## src/rtl/tmr_vote_pkg.sv

```systemverilog
// tmr_vote_pkg: shared types and constants for the TMR sensor voter
package tmr_vote_pkg;
  typedef enum logic [1:0] {IDLE, COLLECT, VOTE, OUT} state_e;
  localparam int NUM_CH = 3;
  localparam int MISS_W = 4;
endpackage

```

## src/rtl/vote3_core.sv

```systemverilog
// vote3_core: combinational vote over three words with a present mask
//   data_i  channel i word at [i*DATA_W +: DATA_W]
//   mask_i  channels holding a sample
//   val_o   voted value, agree_o present channels equal to val_o, err_o vote untrusted
//   VOTE_MEDIAN_EN: full vote is the unsigned median instead of bitwise majority
module vote3_core
  import tmr_vote_pkg::*;
#(
  parameter int DATA_W     = 12,
  parameter bit SINGLE_ERR = 1'b1
) (
  input  logic [NUM_CH*DATA_W-1:0] data_i,
  input  logic [NUM_CH-1:0]        mask_i,
  output logic [DATA_W-1:0]        val_o,
  output logic [NUM_CH-1:0]        agree_o,
  output logic                     err_o
);
  logic [DATA_W-1:0] a, b, c, full, lo, hi, one;
  logic [1:0] p;
  assign a = data_i[0*DATA_W +: DATA_W];
  assign b = data_i[1*DATA_W +: DATA_W];
  assign c = data_i[2*DATA_W +: DATA_W];
`ifdef VOTE_MEDIAN_EN
  logic [DATA_W-1:0] mn_ab, mx_ab, mn_mx;
  assign mn_ab = a < b ? a : b;
  assign mx_ab = a < b ? b : a;
  assign mn_mx = mx_ab < c ? mx_ab : c;
  assign full  = mn_ab > mn_mx ? mn_ab : mn_mx;
`else
  assign full = (a & b) | (a & c) | (b & c);
`endif
  // With two present, lo is the lower-index sample and hi the other one.
  assign lo  = mask_i[0] ? a : b;
  assign hi  = mask_i[2] ? c : b;
  assign one = mask_i[0] ? a : mask_i[1] ? b : c;
  assign p   = 2'(mask_i[0]) + 2'(mask_i[1]) + 2'(mask_i[2]);
  always_comb begin
    val_o   = p == 2'd3 ? full : p == 2'd2 ? lo : p == 2'd1 ? one : '0;
    agree_o = {mask_i[2] && c == val_o, mask_i[1] && b == val_o, mask_i[0] && a == val_o};
    err_o   = p == 2'd3 ? ~|agree_o : p == 2'd2 ? lo != hi : p == 2'd1 ? SINGLE_ERR : 1'b1;
  end
endmodule

```

## src/rtl/tmr_sensor_voter.sv

```systemverilog
// tmr_sensor_voter: sequential TMR voter with per-channel fault retirement
//   ch_valid/ch_data  per-channel sample strobes and samples
//   out_ready         consumer accepts result
//   fault_clr         clears ch_fault and miss counters
//   out_valid/out_data/out_agree/vote_err  held voted result
//   ch_fault          sticky per-channel fault flags
//   VOTE_MEDIAN_EN selects median voting for three present samples
module tmr_sensor_voter
  import tmr_vote_pkg::*;
#(
  parameter int DATA_W       = 12,
  parameter int TIMEOUT_CYC  = 255,
  parameter int FAULT_THRESH = 4
) (
  input  logic                     clk,
  input  logic                     rst,
  input  logic [NUM_CH-1:0]        ch_valid,
  input  logic [NUM_CH*DATA_W-1:0] ch_data,
  input  logic                     out_ready,
  input  logic                     fault_clr,
  output logic                     out_valid,
  output logic [DATA_W-1:0]        out_data,
  output logic [NUM_CH-1:0]        out_agree,
  output logic                     vote_err,
  output logic [NUM_CH-1:0]        ch_fault
);
  localparam int TW = $clog2(TIMEOUT_CYC + 1);
  state_e state_q, state_d;
  logic [NUM_CH-1:0] got_q, got_d, fault_q, fault_d, agree_q, agree_d, acc, v_agree;
  logic [NUM_CH*DATA_W-1:0] smp_q, smp_d;
  logic [TW-1:0] timer_q, timer_d;
  logic [MISS_W-1:0] miss_q [NUM_CH];
  logic [MISS_W-1:0] miss_d [NUM_CH];
  logic [DATA_W-1:0] data_q, data_d, v_val;
  logic err_q, err_d, v_err, covered, tmo, done;
  assign acc     = (state_q == IDLE || state_q == COLLECT) ? ch_valid & ~got_q & ~fault_q : '0;
  assign covered = &(got_q | fault_q);
  // Leaving on timer == TIMEOUT_CYC-1 keeps COLLECT to at most TIMEOUT_CYC cycles.
  assign tmo     = timer_q == TW'(TIMEOUT_CYC - 1);
  assign done    = state_q == OUT && out_ready;
  vote3_core #(.DATA_W(DATA_W), .SINGLE_ERR(FAULT_THRESH > 1)) u_core (
    .data_i (smp_q),
    .mask_i (got_q),
    .val_o  (v_val),
    .agree_o(v_agree),
    .err_o  (v_err)
  );
  always_ff @(posedge clk or posedge rst) begin
    if (rst) state_q <= IDLE;
    else state_q <= state_d;
  end
  always_comb begin
    state_d = state_q;
    case (state_q)
      IDLE:    state_d = |acc ? COLLECT : IDLE;
      COLLECT: state_d = covered || tmo ? VOTE : COLLECT;
      VOTE:    state_d = OUT;
      default: state_d = out_ready ? IDLE : OUT;
    endcase
  end
  always_comb begin
    out_valid = state_q == OUT;
    out_data  = data_q;
    out_agree = agree_q;
    vote_err  = out_valid && err_q;
    ch_fault  = fault_q;
  end
  always_comb begin
    got_d   = done ? '0 : got_q | acc;
    smp_d   = smp_q;
    timer_d = state_q == IDLE ? '0 : state_q == COLLECT ? timer_q + 1'b1 : timer_q;
    data_d  = state_q == VOTE ? v_val : data_q;
    agree_d = state_q == VOTE ? v_agree : agree_q;
    err_d   = state_q == VOTE ? v_err : err_q;
    fault_d = fault_q;
    miss_d  = miss_q;
    for (int i = 0; i < NUM_CH; i++) begin
      if (acc[i]) smp_d[i*DATA_W +: DATA_W] = ch_data[i*DATA_W +: DATA_W];
      if (fault_clr) begin
        miss_d[i]  = '0;
        fault_d[i] = 1'b0;
      end else if (state_q == VOTE && !fault_q[i]) begin
        miss_d[i]  = v_agree[i] ? '0 : miss_q[i] == MISS_W'(FAULT_THRESH) ? miss_q[i] : miss_q[i] + 1'b1;
        fault_d[i] = miss_d[i] == MISS_W'(FAULT_THRESH);
      end
    end
  end
  always_ff @(posedge clk or posedge rst) begin
    if (rst) begin
      got_q   <= '0;
      smp_q   <= '0;
      timer_q <= '0;
      data_q  <= '0;
      agree_q <= '0;
      err_q   <= 1'b0;
      fault_q <= '0;
      miss_q  <= '{default: '0};
    end else begin
      got_q   <= got_d;
      smp_q   <= smp_d;
      timer_q <= timer_d;
      data_q  <= data_d;
      agree_q <= agree_d;
      err_q   <= err_d;
      fault_q <= fault_d;
      miss_q  <= miss_d;
    end
  end
endmodule

```

## config.mk

```make
export PLATFORM = sky130hd
export DESIGN_NAME = tmr_sensor_voter
export DESIGN_NICKNAME = d
export VERILOG_FILES = /design/src/rtl/tmr_vote_pkg.sv /design/src/rtl/vote3_core.sv /design/src/rtl/tmr_sensor_voter.sv
export SDC_FILE = /design/constraint.sdc
export NUM_CORES = 1
export LEC_CHECK = 0
export BUFFER_PORTS_ARGS = -buffer_cell sky130_fd_sc_hd__buf_2
export CAP_MARGIN = 20
export CORE_AREA = 2 2 104 106
export DETAILED_ROUTE_END_ITERATION = 8
export DIE_AREA = 0 0 106 108
export PLACE_DENSITY = 0.89
export SKIP_LAST_GASP = 1
export SLEW_MARGIN = 10
export SYNTH_ARGS = -nofsm -noshare
export SYNTH_HDL_FRONTEND = slang
export SYNTH_HIERARCHICAL = 1
export SYNTH_SLANG_ARGS = --single-unit
```

## constraint.sdc

```tcl
create_clock -name clk -period 5.6 [get_ports clk]
set_clock_uncertainty 0.15 [all_clocks]
set_input_delay 0.28 -clock clk [delete_from_list [all_inputs] [get_ports clk]]
set_output_delay 0.28 -clock clk [all_outputs]
set_load 0.005 [all_outputs]
```

==> run metrics, run 1 <==
detailed-route via count roughly 5,600; crit path cell chain clkinv_1 -> fa_1 -> or2_1 -> o221ai_1 -> o22a_4 -> xor2_1 -> or4_1 -> nor3_2 -> nor2b_1 -> mux2_2 -> o32ai_1; layout cells sized above 1 0.210; YS warnings 6; vias in the first global route 5,434; clk_lat worst skew 380 ps; first-pass GRT wire length around 28 mm; Initial Util 0.593; io pins 63; worst-margin pin slew around 1000 ps; CTS root buf clkbuf_8; area leader, netlist dfrtp_1; largest fanout on the critical path 15; clock sinks 80; Async SR Flop Fraction 1.00; crit share post-route 0.860; Tot GR Track Use 0.309; Routed Antenna Nets 0; Post-synth EDFFs 0; HPWL after DPL 12.0 mm; maxcap violations 0; most frequent cells after synthesis dfrtp_1, nand2_1, nor2_1; Critical Path End Type flop; area grow syn2layout 11.2%; DRC Markers 0; vias per cell around 6.4; Tmin final ~4800 ps; DR iter-0 viols 812; hold_ws -9.40 ps; register area share after synthesis 0.330; CTS buffer count 9; die width 106 um; Synth top area share 0.330; largest net degree at the start of global routing 81; Synth area leaders dfrtp_1, mux2_2, nand2_1, xor2_1, o21ai_0; dominant synthesized flop cell dfrtp_1; WS Path Type reg -> reg; Post-Synthesis Cells 673; Arr. time, crit path around 4900 ps; Layout Nets 775; Synth Net Count between 700 and 800; Synth Cell Area 6070 um2; CTS resizes 0; Highest Signal Layer met4; status complete, but fails checks; Hold Fails Final Rpt 4; Chip Height 108 um; Core Area 10,200 um2; metal2 WL 7.91 mm; row count 37; Post-Syn Area per Cell 9.01 um2; Placer Congestion 1.02; sum of negative setup slack 0 ps; met3 routed wirelength 1.57 mm; Critical Path Source Type flop; Highest Clock Rate around 210 MHz; initial antenna violation count 0; First-pass DRT Iterations 6; die area 11,400 um2; layout filler cell count 806; CTS HTree Levels 3; Slowest-stage cell, CP fa_1; RSZ-0062 raised after global routing false; CTS tree built; Max clock buf depth 2; ANT cells 0; count leader, synth dfrtp_1; violated checks hold timing; Unique masters post-synth 83; hold crit path type in -> reg; Critical Path RT 5730 ps; DR WL/cell 20.0 um; IO buf count 62; Worst-path clk slew 80 ps; global route overflow 0; Slew Limit Headroom 0.302; Largest stage delay, worst path ~800 ps; Slew Viols, Final 0; flops & latches, synth 80; WL final ~17 mm; Met1 Wirelength 7.18 mm; final setup vio count 0
placed cells by master, fill, tap and decap left out, types with 5 or more instances in the layout:
cell type	Yosys	routed
and2_1	8	8
nand3b_1	5	5
inv_1	32	31
dlygate4sd3_1	0	25
a211oi_1	5	5
buf_2	19	62
nand2_1	71	71
clkbuf_8	0	10
nor2b_1	11	11
dfrtp_1	80	80
nand3_1	18	18
xor2_1	25	25
ha_1	8	8
nor3b_1	6	6
a21oi_1	32	32
buf_4	5	7
nor2_1	40	40
nand2b_1	19	19
o2bb2ai_1	5	5
or4_1	7	7
mux2i_1	13	13
nor4_1	10	10
xnor2_1	17	17
o32ai_1	11	11
nor3_1	13	13
mux2_2	39	39
o21ai_0	33	33
final cells by class:
class | count | area, um2 | area share
tap | 136 | 170 | 0.0252
clock buffer | 11 | 141 | 0.0210
sequential | 80 | 2000 | 0.297
multi-input combinational | 504 | 3610 | 0.536
timing repair buffer | 95 | 633 | 0.0938
inverter | 33 | 124 | 0.0184
clock inverter | 5 | 62.6 | 0.00927
worst paths after layout:
path | from | cells after the start | to | slack, ps
max reg2reg | got_q[2]$_DFF_PP0_ | 11 | ch_fault[0]$_DFFE_PP0P_ | 780
min in group asynchronous | rst | 4 | timer_q[2]$_DFFE_PP0P_ | 400
max in group asynchronous | rst | 5 | out_data[8]$_DFFE_PP0P_ | 4300
max | got_q[2]$_DFF_PP0_ | 11 | ch_fault[0]$_DFFE_PP0P_ | 780
min | ch_data[2] | 2 | smp_q[2]$_DFFE_PP0P_ | -9
min reg2reg | out_data[5]$_DFFE_PP0P_ | 2 | out_data[5]$_DFFE_PP0P_ | 320
through the flow:
step	utilization	instances	hold slack [ps]	cell area [um2]	setup slack (ps)
after detailed placement	0.612	820	309	6260	896
final	0.659	864	-9.40	6750	785
after CTS	0.655	860	0.320	6700	874
after floorplan	-	673	212	6070	1620
after global routing	0.659	864	0.608	6750	501
after global placement	0.612	820	304	6260	1070
cells by family (layout without fill, tap and decap cells):
group / count (synthesis) / count (layout) / share of synthesized area
AND/OR/NAND/NOR: 239 / 239 / 0.221
AO/OA/AOI/OAI: 158 / 158 / 0.194
buffers and inverters: 89 / 144 / 0.0744
flip-flops: 80 / 80 / 0.330
multiplexers: 52 / 52 / 0.0938
XOR/XNOR: 42 / 42 / 0.0606
adder cells (fa/ha/maj): 13 / 13 / 0.0264
state kept, by name (all words and copies together), names as in the netlist:
register,cells
smp_q,36
miss_q,12
out_data,12
timer_q,8
ch_fault,3
got_q,3
out_agree,3
state_q,2
err_q,1
per-layer routing:
metal | track usage | vias to the layer above
met1 | 0.408 | 2619
met2 | 0.494 | 352
met4 | 0.149 | 0
met3 | 0.0555 | 65
met5 | 0 | -
li1 | - | 2519
repair_timing:
action / 4_1_cts / 5_1_grt
hold endpoints to repair: 25 / 38
hold buffers: 24 / 1
buffers inserted: 0 / 0
endpoints found under the setup margin: 0 / 0
critical path: cells and delay by family (launching register included):
| family | cells | cell delay (ps) |
|---|---|---|
| AOI/OAI and AO/OA | 3 | 850 |
| xor gates and xnor gates | 1 | 140 |
| adders and majority gates | 1 | 790 |
| buffers and inverters | 1 | 320 |
| DFF | 1 | 490 |
| muxes | 1 | 290 |
| and+or+nand+nor | 4 | 1680 |
Power of run 1 is not shown: default switching activity piles up to over one toggle a cycle in this logic, so the estimate is an artifact.
==> run 2: changes to the inputs <==
Settings changed: CORE_AREA 2 2 104 106 to 2 2 127 129, DIE_AREA 0 0 106 108 to 0 0 129 131, PLACE_DENSITY 0.89 to 0.66.
==> run 2 against run 1 <==
Effect of this change:
- the run now ends clean
- critical path type unchanged
- die area grew 48%
- global-route usage fell by 10 points
- register-to-register slack worse by 30 ps
- fmax down 0.58%
- hold slack better by 21 ps
==> run metrics, run 2 (synthesis results as in run 1) <==
worst-case reg-to-reg path depth 11 (unchanged); Post-Layout Cell Count 921 (+6.6%); Critical Path End Type flop; r2r startpoint got_q[2]$_DFF_PP0_; DR iter-0 viols 623 (-23%); Bufs and invs on worst path 1 (unchanged); commonest non-fill, non-tap cell in the layout dfrtp_1; Slowest-stage cell, CP fa_1; layout cells sized above 1 0.218 (+0.00827); area grow syn2layout 11.4%; Critical Path Source Type flop; RSZ-0062 raised after global routing false; largest fanout on the critical path 26 (+11); Worst-path clk slew 60 ps (-20 ps); DR WL/cell 18.5 um (-7.8%); crit path cell chain clkinv_1 -> fa_1 -> or2_1 -> o221ai_1 -> o22a_4 -> xor2_1 -> or4_1 -> nor3_2 -> nor2b_1 -> mux2_2 -> o32ai_1; Tot GR Track Use 0.207 (-0.102); Max clock buf depth 2 (unchanged); crit share post-route 0.865 (+0.00505); ANT cells 0 (unchanged); Chip Height 131 um (+21%); io pins 63 (unchanged); most frequent cells in the layout dfrtp_1, nand2_1, buf_2; clk_lat worst skew 350 ps (-30 ps); global route overflow 0 (unchanged); Critical Path RT 5700 ps (-30 ps); maxcap violations 0 (unchanged); Setup Fix Bufs, Post-CTS 0 (unchanged); Layout Utilization 0.433 (-0.226); sum of negative setup slack 0 ps (unchanged); CP Depth 11 (unchanged); vias per cell 5.84 (-9.2%); initial antenna violation count 0 (unchanged); CTS root buf clkbuf_16; CTS tree built; Arr. time, crit path 4940 ps (about the same); hold crit path type in -> reg; Hold Fails Final Rpt 0 (-4); Routed Antenna Nets 0 (unchanged); largest net degree at the start of global routing 81 (unchanged); Highest Clock Rate 206 MHz (-0.58%); post-placement cell count 902 (+10%); WL final 17.0 mm (-1.7%); status completed; Core Area 15,600 um2 (+52%); CTS resizes 0 (unchanged); IO buf count 62 (unchanged); r2r setup slk 760 ps (-30 ps); HPWL after DPL 12.2 mm (+1.2%); first-pass GRT wire length 27.1 mm (-2.5%); clock sinks 80 (unchanged); die width 129 um (+22%); Initial Util 0.389 (-0.204); detailed-route via count 5,379 (-3.2%); Layout Nets 752 (-3.0%); critical path launch point got_q[2]$_DFF_PP0_; crit path to ch_fault[0]$_DFFE_PP0P_; cell family with most CP delay simple AND/OR/NAND/NOR gates; worst-margin pin slew 1050 ps (+7.65 ps); Slew Limit Headroom 0.297 (-0.00423); max reg flops 36 (unchanged); final setup vio count 0 (unchanged); CTS buffer count 9 (unchanged); WS Path Type reg -> reg; Placer Congestion 1.01 (-0.87%); Largest stage delay, worst path 920 ps (+130 ps); Tmin final 4840 ps (+28.3 ps); Reg with most FFs smp_q; FF-to-FF End ch_fault[0]$_DFFE_PP0P_; vias in the first global route 5,038 (-7.3%); hold_ws 11.2 ps (+20.6 ps); Slew Viols, Final 0 (unchanged); die area 16,900 um2 (+48%); First-pass DRT Iterations 5 (-1); CTS HTree Levels 3 (unchanged); row count 46 (+24%); DRC Markers 0 (unchanged)
run 2: cell types whose count changed in the layout (fill, tap and decap cells not counted):
cell           before  now
bufinv_16           1    3
clkbuf_1            1    0
clkbuf_16           0    9
clkbuf_8           10    0
clkinv_2            0    2
dlygate4sd3_1      25    2
inv_2               1    0
inv_6               2    1
run 2: routing by layer:
layer | GRT usage | vias to the layer above | part of all wire
li1 | - | 2491 | -
met1 | 0.295 | 2572 | 0.45
met2 | 0.303 | 258 | 0.43
met3 | 0.0350 | 58 | 0.081
met4 | 0.107 | 0 | 0.039
met5 | 0 | - | 0
run 2: cell type report:
type / count / area, um2
fill: 1545 / 8840
clock buffer: 9 / 225
clock inverter: 7 / 119
inverter: 33 / 125
multi-input combinational: 504 / 3610
sequential: 80 / 2000
timing repair buffer: 72 / 403
tap: 216 / 270
run 2: worst min path at each step:
stage / start / depth (start not counted) / slack, ps / to
final: ch_data[35] / 2 / 10 / smp_q[35]$_DFFE_PP0P_
after global routing: ch_data[35] / 2 / 7 / smp_q[35]$_DFFE_PP0P_
after CTS: ch_data[35] / 2 / 1 / smp_q[35]$_DFFE_PP0P_
after detailed placement: out_data[0]$_DFFE_PP0P_ / 2 / 310 / out_data[0]$_DFFE_PP0P_
after global placement: out_data[10]$_DFFE_PP0P_ / 2 / 310 / out_data[10]$_DFFE_PP0P_
after floorplan: out_ready / 1 / 210 / state_q[0]$_DFF_PP0_
run 2: repair_timing:
action	in CTS	in global routing
hold buffers	1	1
setup endpoints to repair	0	0
endpoints found under the hold margin	2	40
run 2: metrics by stage:
stage | setup slack [ps] | instance area [um2]
2_1_floorplan | 1620 | 6070
3_3_place_gp | 929 | 6370
3_5_place_dp | 843 | 6370
4_1_cts | 815 | 6730
5_1_grt | 399 | 6760
6_report | 756 | 6760
Power of run 2 is left out for the same reason.
==> run 3: changes to the inputs <==
Settings changed: ABC_AREA set to 1, CORE_AREA 2 2 127 129 to 2 2 123 125, DIE_AREA 0 0 129 131 to 0 0 125 127.
==> run 3 against run 2 <==
Effect of this change:
- via count fell by 0.48%
- clock-buffer cell count increased by 2
- synthesized cell count grew 22%
- critical endpoint is now ch_fault[1]$_DFFE_PP0P_
- global-route usage decreased by 0.92 points
- non-clock buffer count increased by 14
- sequential cell count stayed put
- highest routed layer unchanged
==> run metrics, run 3 <==
hold path depth 2 (unchanged); detailed-route via count 5,353 (-0.48%); Critical Path End Type flop; Worst-path clk slew 60 ps (about the same); maximum VDD drop 0.297 mV; IO buf count 62 (unchanged); sum of negative setup slack 0 ps (unchanged); Synth top area share 0.353 (+0.0227); post-route cell area 6590 um2 (-2.5%); RSZ-0062 raised after global routing false; Tot GR Track Use 0.198 (-0.00917); HPWL after DPL 11.1 mm (-8.5%); Core Area 14,400 um2 (-7.5%); Register Area 2000 um2 (unchanged); Hold Fails Final Rpt 0 (unchanged); io pins 63 (unchanged); most frequent cells after synthesis nand2_1, inv_1, dfrtp_1; worst-case reg-to-reg path depth 20 (+9); area leader, netlist dfrtp_1; Reg with most FFs smp_q; Layout Utilization 0.457 (+0.0236); count leader, synth nand2_1; M2 GR Usage 0.331 (+0.0281); hold crit path type in -> reg; Layout Nets 946 (+26%); largest net degree at the start of global routing 81 (unchanged); CP Depth 20 (+9); vias per cell 4.95 (-15%); Arr. time, crit path 4010 ps (-930 ps); Initial Util 0.394 (+0.00459); First-pass DRT Iterations 7 (+2); Highest Clock Rate 258 MHz (+25%); GRT busiest layer met2; crit path cell chain buf_4 -> inv_8 -> fa_1 -> nor2_2 -> inv_2 -> nand3_2 -> nand2_2 -> nand2_1 -> nand2_1 -> nor2_1 -> nand3_1 -> nor2_1 -> nand2_1 -> inv_1 -> inv_1 -> nand2_1 -> nor2_1 -> nor2_1 -> nand2_1 -> nand2_1; fin worst setup slack 1730 ps (+970 ps); largest fanout on the critical path 35 (+35%); Synth area leaders dfrtp_1, nand2_1, inv_1, nand3_1, nor2_1; Post-Syn Area per Cell 6.93 um2 (-23%); Routed Antenna Nets 0 (unchanged); Post-DP Area 6070 um2 (-4.7%); CTS tree built; CTS buffer count 9 (unchanged); Async SR Flop Fraction 1.00 (unchanged); Tmin final 3870 ps (-970 ps); crit share post-route 0.692 (-0.173); die width 125 um (-3.1%); Max clock buf depth 2 (unchanged); die area 15,900 um2 (-6.1%); clk_lat worst skew 350 ps (about the same); YS warnings 6 (unchanged); cell family with most CP delay simple AND/OR/NAND/NOR gates; Bufs and invs on worst path 5 (+4); Chip Height 127 um (-3.1%); Slew Limit Headroom 0.493 (+0.195); Unique masters post-synth 34 (-59%); GR Util met3 0.0327 (-0.00235); first-pass GRT wire length 25.1 mm (-7.4%); global route overflow 0 (unchanged); maxcap violations 0 (unchanged); Synth Net Count 871 (+20%); worst-margin pin slew 760 ps (-291 ps); Largest stage delay, worst path 630 ps (-290 ps); Critical Path Source Type flop; clock sinks 80 (unchanged); register area share after synthesis 0.353 (+0.0227); Slew Viols, Final 0 (unchanged); commonest non-fill, non-tap cell in the layout nand2_1; DRC Markers 0 (unchanged); row count 44 (-4.3%); flops & latches, synth 80 (unchanged); vias in the first global route 5,022 (-0.32%); met1 Track Usage GR 0.260 (-0.0347); Post-Synthesis Cells 819 (+22%); initial antenna violation count 0 (unchanged); Slowest-stage cell, CP nor2_2; CTS HTree Levels 3 (unchanged); PwrDens between 700 and 800 nW/um2; DR WL/cell 14.0 um (-24%); CP dominant cell by count nand2_1; ANT cells 0 (unchanged); layout filler cell count 1,521 (-1.6%); most frequent cells in the layout nand2_1, inv_1, dfrtp_1; WL final 15.2 mm (-11%); DR iter-0 viols 319 (-49%); Place WS 1800 ps (+955 ps); status completed; final setup vio count 0 (unchanged); Synth Cell Area 5680 um2 (-6.4%); Multi-input gate area 3100 um2 (-14%); area grow syn2layout 16.1%; Leak about 3.6 nW; Placer Congestion 0.958 (-5.1%); WS Path Type reg -> reg; Critical Path RT 5740 ps (+40 ps); max reg flops 36 (unchanged); dominant synthesized flop cell dfrtp_1; CTS resizes 0 (unchanged); Post-synth EDFFs 0 (unchanged); CTS root buf clkbuf_16; layout cells sized above 1 0.167 (-0.0514)
run 3: area by class of cell:
type / count / area share
Multi-Input combinational cell: 613 / 0.471
Sequential cell: 80 / 0.304
Timing Repair Buffer: 86 / 0.0847
Inverter: 104 / 0.0606
Clock buffer: 11 / 0.0368
Tap cell: 184 / 0.0349
Clock inverter: 4 / 0.00835
run 3: report_power, final:
group / leakage, nW / internal [mW] / switching, mW / total, mW
Clock: 0.142 / 0.356 / 0.237 / 0.593
Combinational: 2.44 / 1.03 / 1.97 / 3.00
Sequential: 1.01 / 0.791 / 0.279 / 1.07
run 3: repair_timing:
item                       in CTS  in global routing
setup endpoints to repair       0                  0
hold endpoints to repair       18                 29
setup buffers                   0                  0
hold buffers                   18                  1
run 3: logic make-up (layout without fill, tap and decap cells):
kind of cell | count (synthesis) | after routing | synth area share
simple gates | 495 | 495 | 0.376
buf+inv | 126 | 205 | 0.101
flops | 80 | 80 | 0.353
compound gates | 75 | 75 | 0.0756
mux | 24 | 24 | 0.0582
xor+xnor | 10 | 10 | 0.0154
fa+ha+maj | 9 | 9 | 0.0212
run 3: path summary, 6_finish.rpt:
check                      slack [ps]                        to                     start
max                              1730   ch_fault[1]$_DFFE_PP0P_        got_q[0]$_DFF_PP0_
min                                10     smp_q[11]$_DFFE_PP0P_               ch_data[11]
max reg2reg                      1730   ch_fault[1]$_DFFE_PP0P_        got_q[0]$_DFF_PP0_
min reg2reg                       320  out_data[10]$_DFFE_PP0P_  out_data[10]$_DFFE_PP0P_
max in group asynchronous        4300     smp_q[32]$_DFFE_PP0P_                       rst
min in group asynchronous         410   out_data[5]$_DFFE_PP0P_                       rst
run 3: layer usage:
| metal | up-vias | share of wire |
|---|---|---|
| li1 | 2751 | - |
| met3 | 26 | 0.051 |
| met5 | - | 0 |
| met4 | 0 | 0.019 |
| met1 | 2434 | 0.46 |
| met2 | 142 | 0.47 |
run 3: worst reg2reg max path, stage by stage (launching register included):
cell and delay [ps]:
dfrtp_1 320, buf_4 280, inv_8 160, fa_1 570
nor2_2 630, inv_2 380, nand3_2 220, nand2_2 90
nand2_1 80, nand2_1 50, nor2_1 110, nand3_1 80
nor2_1 130, nand2_1 100, inv_1 70, inv_1 80
nand2_1 80, nor2_1 50, nor2_1 100, nand2_1 50
nand2_1 50
run 3: metrics by stage:
stage	cells	hold slack (ps)	power [mW]
2_1_floorplan	819	247	3.33
3_3_place_gp	1047	300	3.99
3_5_place_dp	1047	312	4.01
4_1_cts	1080	1.43	4.63
5_1_grt	1082	11.4	5.09
6_report	1082	10.5	4.66
No activity file was read; power rests on OpenSTA's default activity.
